## config.mk

```make
export PLATFORM = sky130hd
export DESIGN_NAME = axis_frame_filter
export DESIGN_NICKNAME = d
export VERILOG_FILES = /design/src/rtl/axis_frame_filter.sv
export SDC_FILE = /design/constraint.sdc
export NUM_CORES = 1
export LEC_CHECK = 0
export CORE_UTILIZATION = 26
export DETAILED_ROUTE_END_ITERATION = 6
export GPL_TIMING_DRIVEN = 0
export PLACE_DENSITY = 0.88
export SLEW_MARGIN = 20
export SYNTH_ARGS = -nofsm -noshare
export SYNTH_HDL_FRONTEND = slang
export SYNTH_SLANG_ARGS = --single-unit
export TNS_END_PERCENT = 20
```

## constraint.sdc

```tcl
create_clock -name aclk -period 2.26 [get_ports aclk]
set_input_delay 0.452 -clock aclk [delete_from_list [all_inputs] [get_ports aclk]]
set_output_delay 0.452 -clock aclk [all_outputs]
set_load 0.02 [all_outputs]
```

## src/rtl/axis_frame_filter.sv

```systemverilog
// axis_frame_filter: frame-aligned AXI-Stream pass/drop filter.
// The pass/drop decision is taken on the head beat of each frame and held
// until that frame's tlast. The datapath is zero latency with no storage.
// A one-shot drop_next request discards the next frame that starts.
// Optional statistics counters are enabled with AXIS_FRAME_FILTER_STAT_EN.
// When the macro is undefined, pass_cnt/drop_cnt read as zero.
module axis_frame_filter #(
  parameter int DSIZE = 32,
  parameter int USIZE = 1,
  parameter int KSIZE = DSIZE/8,
  parameter int CNT_W = 32
) (
  input  logic             aclk,
  input  logic             aresetn,
  input  logic             button,
  input  logic             drop_next,
  input  logic [DSIZE-1:0] in_tdata,
  input  logic [KSIZE-1:0] in_tkeep,
  input  logic [USIZE-1:0] in_tuser,
  input  logic             in_tlast,
  input  logic             in_tvalid,
  output logic             in_tready,
  output logic [DSIZE-1:0] out_tdata,
  output logic [KSIZE-1:0] out_tkeep,
  output logic [USIZE-1:0] out_tuser,
  output logic             out_tlast,
  output logic             out_tvalid,
  input  logic             out_tready,
  output logic             frame_busy,
  output logic [CNT_W-1:0] pass_cnt,
  output logic [CNT_W-1:0] drop_cnt
);

  typedef enum logic [1:0] {S_HEAD = 2'd0, S_PASS = 2'd1, S_DROP = 2'd2} state_t;

  state_t state, state_nxt;
  logic   drop_pend;
  logic   decide_pass;
  logic   pass_path;
  logic   accept;
  logic   head_acc;

  // Payload is always wired through; only valid/ready are gated.
  assign out_tdata = in_tdata;
  assign out_tkeep = in_tkeep;
  assign out_tuser = in_tuser;
  assign out_tlast = in_tlast;

  // A pending or same-cycle drop request overrides the button.
  assign decide_pass = button & ~drop_pend & ~drop_next;
  assign accept      = in_tvalid & in_tready;
  assign head_acc    = (state == S_HEAD) & accept;

  // State register.
  always_ff @(posedge aclk or negedge aresetn) begin
    if (!aresetn) state <= S_HEAD;
    else          state <= state_nxt;
  end

  // Next state: head beat picks PASS/DROP, tlast returns to HEAD.
  always_comb begin
    state_nxt = state;
    if (accept) begin
      case (state)
        S_HEAD:  if (!in_tlast) state_nxt = decide_pass ? S_PASS : S_DROP;
        default: if (in_tlast)  state_nxt = S_HEAD;
      endcase
    end
  end

  // Outputs: route valid/ready through the pass or drop path.
  always_comb begin
    pass_path = 1'b0;
    in_tready = out_tready;
    case (state)
      S_PASS: begin
        pass_path = 1'b1;
        in_tready = out_tready;
      end
      S_DROP: begin
        pass_path = 1'b0;
        in_tready = 1'b1;
      end
      default: begin
        // With no head beat present, ready simply follows downstream.
        pass_path = decide_pass;
        in_tready = (in_tvalid & ~decide_pass) ? 1'b1 : out_tready;
      end
    endcase
    out_tvalid = in_tvalid & pass_path;
    frame_busy = (state != S_HEAD);
  end

  // One-shot drop request: consumed by the next head beat that is dropped.
  always_ff @(posedge aclk or negedge aresetn) begin
    if (!aresetn)                    drop_pend <= 1'b0;
    else if (head_acc & ~decide_pass) drop_pend <= 1'b0;
    else if (drop_next)              drop_pend <= 1'b1;
  end

`ifdef AXIS_FRAME_FILTER_STAT_EN
  logic             frame_done;
  logic [CNT_W-1:0] pass_q, drop_q;

  assign frame_done = accept & in_tlast;

  // Saturating per-decision frame counters, bumped on each frame's tlast.
  always_ff @(posedge aclk or negedge aresetn) begin
    if (!aresetn) begin
      pass_q <= '0;
      drop_q <= '0;
    end else if (frame_done) begin
      if (pass_path  && pass_q != '1) pass_q <= pass_q + 1'b1;
      if (!pass_path && drop_q != '1) drop_q <= drop_q + 1'b1;
    end
  end

  assign pass_cnt = pass_q;
  assign drop_cnt = drop_q;
`else
  assign pass_cnt = '0;
  assign drop_cnt = '0;
`endif

endmodule

```

==> results.py <==
metrics = {
    "power": {
        "p_leak_nw": 1.061,
        "netSwitchingFraction_pct": 44.88,
        "seqPwrFrac_pct": 11.3,
        "power.clock.fraction_pct": 17.0,
        "internal-power_mw": 0.4992,
        "p_switching_mw": 0.4066,
        "cellPowerDensity_nw_per_um2": 495.9,
        "finalPower_mw": 0.9058,
        "ir_drop_mv": 0.1604,
        "combPwrFrac_pct": 71.7,
    },
    "route": {
        "first_pass_iters": 4,
        "top_layer": "met3",
        "routed-wl-met2_um": 1141,
        "viasPerCell": 3.183,
        "routed-via-count": 939,
        "drt-total-wl_um": 2165,
        "post_drt_wl_per_cell_um": 7.339,
        "wl_met3_um": 417,
        "ant_nets": 0,
        "wl_met1_um": 607,
        "drc": 0,
        "drt_iter0_drc": 28,
    },
    "worst_setup_path": {
        "worstPathMaxFanout": 6,
        "crit_path_start_kind": "input pin",
        "cp.required_ns": 1.81,
        "cp-end-kind": "output pin",
        "critical_path_class": "input pin to output pin",
        "crit_arrival_ns": 1.74,
    },
    "run_status": {
        "status": "completed",
    },
    "place": {
        "dp_hpwl_um": 2021,
        "port-buffer-count": 47,
        "routabilityCongestion": 0.7020,
    },
    "clock_network": {
        "cts.sinks": 3,
        "clk_latency_ns": 0.21,
        "clk_pin_slew_ns": 0.03,
        "cts_tree": "yes",
        "cts_max_path_buffers": 2,
        "cts_setup_buffers": 0,
        "h-tree-depth": 1,
        "ctsRootBufferMaster": "clkbuf_8",
        "cts_buffers": 3,
    },
    "min_path": {
        "hold_class": "input pin to async pin",
    },
    "sta": {
        "fmax_mhz": 457.1,
        "hold_viol_final": 0,
        "fin_crit_ns": 2.188,
        "rsz0062_at_grt": "yes",
        "slew_viol_final": 0,
        "holdWs_ns": 0.4180,
        "setup_viol_count_final": 0,
        "period_share_pct": 96.80,
        "finClkSkew_ns": 0.001286,
    },
    "floorplanning": {
        "die_height_um": 64.44,
        "rows": 22,
        "ios": 149,
        "start_util_pct": 27.48,
        "core-area_um2": 3689,
        "die_area_um2": 4152,
        "fp.dieW_um": 64.44,
    },
    "synth": {
        "synth_xor_area_share_pct": 0,
        "synth_compound_area_share_pct": 6.173,
        "yosys_warnings": 0,
        "synthSimpleGateAreaFrac_pct": 5.309,
        "ys_types": 19,
        "netlist_instances": 133,
        "syn-cell-area_um2": 1013,
        "avgSynthCellArea_um2": 7.620,
        "synth_fa_ha_area_share_pct": 3.704,
        "ys_seq_elements": 3,
        "synthMuxAreaShare_pct": 0,
        "yosysSeqAreaShare_pct": 7.407,
        "synth_top_family_by_area": "buffers and inverters",
    },
    "final_layout": {
        "fin_util_pct": 49.53,
        "fin_nets": 295,
        "n_fill_cell": 362,
        "n_antenna_cell": 0,
        "area_delta_synth_final_pct": 80.25,
        "drive_above_1_share_pct": 43.32,
    },
    "global_routing": {
        "first_global_vias": 739,
        "antenna_found_initial": 0,
        "grt_start_max_net_pins": 7,
        "grt_util_all_layers_pct": 9.467,
        "grt_pass1_wl_um": 3008,
        "overflow": 0,
    },
    "flow_run": {
        "cap_violations": 0,
    },
}
layout make-up:
type                            count  area, um^2  share of cell area, %
Buffer                            102       765.7                  41.92
Timing Repair Buffer               47       464.2                  25.41
Multi-Input combinational cell     87       401.6                  21.99
Sequential cell                     3       75.07                  4.110
Tap cell                           48       60.06                  3.288
Clock buffer                        4       45.04                  2.466
Inverter                            4       15.01                 0.8219
critical path: stages:
cell and delay (ns):
clkdlybuf4s50_1 0.56, buf_4 0.14, clkdlybuf4s50_1 0.59
registers in the layout, indices dropped and copies added, names as in the netlist:
signal / count
state: 2
drop_pend: 1
power groups by stage:
stage | clock network (mW) | logic (mW) | registers, mW
floorplan | 0 | 0.475 | 0.0932
global placement | 0 | 0.643 | 0.0961
CTS | 0.160 | 0.644 | 0.0988
global route | 0.164 | 0.702 | 0.106
detailed placement | 0 | 0.656 | 0.0981
finish | 0.154 | 0.650 | 0.102
repair_timing:
action,4_1_cts,5_1_grt
hold buffers,0,0
resized for setup,3,3
setup endpoints to repair,2,2
stage by stage:
step,setup slack [ns],cell area (um^2),instances,setup TNS (ns)
CTS,0.06317,1826,295,0
detailed placement,-0.2711,1780,291,-0.4334
global placement,-0.2434,1780,291,-0.3658
finish,0.07231,1827,295,0
global route,-0.001226,1827,295,-0.001226
floorplan,0.6109,1250,196,0
placed cells by master (no fill, tap or decap):
master	n
buf_4	102
conb_1	64
clkdlybuf4s50_1	45
inv_1	4
nand2_1	3
a21oi_1	3
ha_1	3
clkbuf_8	3
dfrtp_1	3
and2_1	2
nor2_1	1
nor2_4	1
nor3_1	1
o21ai_0	1
o31a_1	1
nor4_1	1
nand3_1	1
o211ai_1	1
and3_1	1
a221o_1	1
a22oi_1	1
o2bb2ai_1	1
clkbuf_1	1
clkbuf_2	1
dlygate4sd2_1	1
cells in the mapped netlist:
cell,n,share of area [%]
buf_4,102,76
inv_1,4,1.5
a21oi_1,3,1.5
dfrtp_1,3,7.4
ha_1,3,3.7
nand2_1,3,1.1
and2_1,2,1.2
nor2_1,2,0.74
a221o_1,1,0.99
a22oi_1,1,0.74
and3_1,1,0.62
conb_1,1,0.37
nand3_1,1,0.49
nor3_1,1,0.49
nor4_1,1,0.62
o211ai_1,1,0.74
o21ai_0,1,0.49
o2bb2ai_1,1,0.86
o31a_1,1,0.86
path summary, 6_finish.rpt:
path                                from         to  slack, ns  cells past startpoint
worst max-delay path            in_tlast  out_tlast       0.07                      3
worst min-delay path             aresetn   state[0]       0.42                      1
worst min register to register  state[1]   state[1]       0.57                      1
max in group asynchronous        aresetn  drop_pend       1.70                      1
worst max register to register  state[0]   state[0]       0.58                      6
min in group aclk               state[1]   state[1]       0.57                      1
layer usage:
metal	vias to the layer above	track usage, %
met1	370	7.203
met3	0	4.930
met5	-	0
met4	0	4.167
li1	479	-
met2	90	19.08
cells by family (layout without fill, tap and decap cells):
| logic type | Yosys count | in the layout |
|---|---|---|
| flip-flops | 3 | 3 |
| buffers and inverters | 106 | 157 |
| adder cells (fa/ha/maj) | 3 | 3 |
| AO/OA/AOI/OAI | 9 | 9 |
| AND/OR/NAND/NOR | 11 | 11 |
| other | 1 | 64 |
Note: power is estimated with default switching activity, not from simulation.
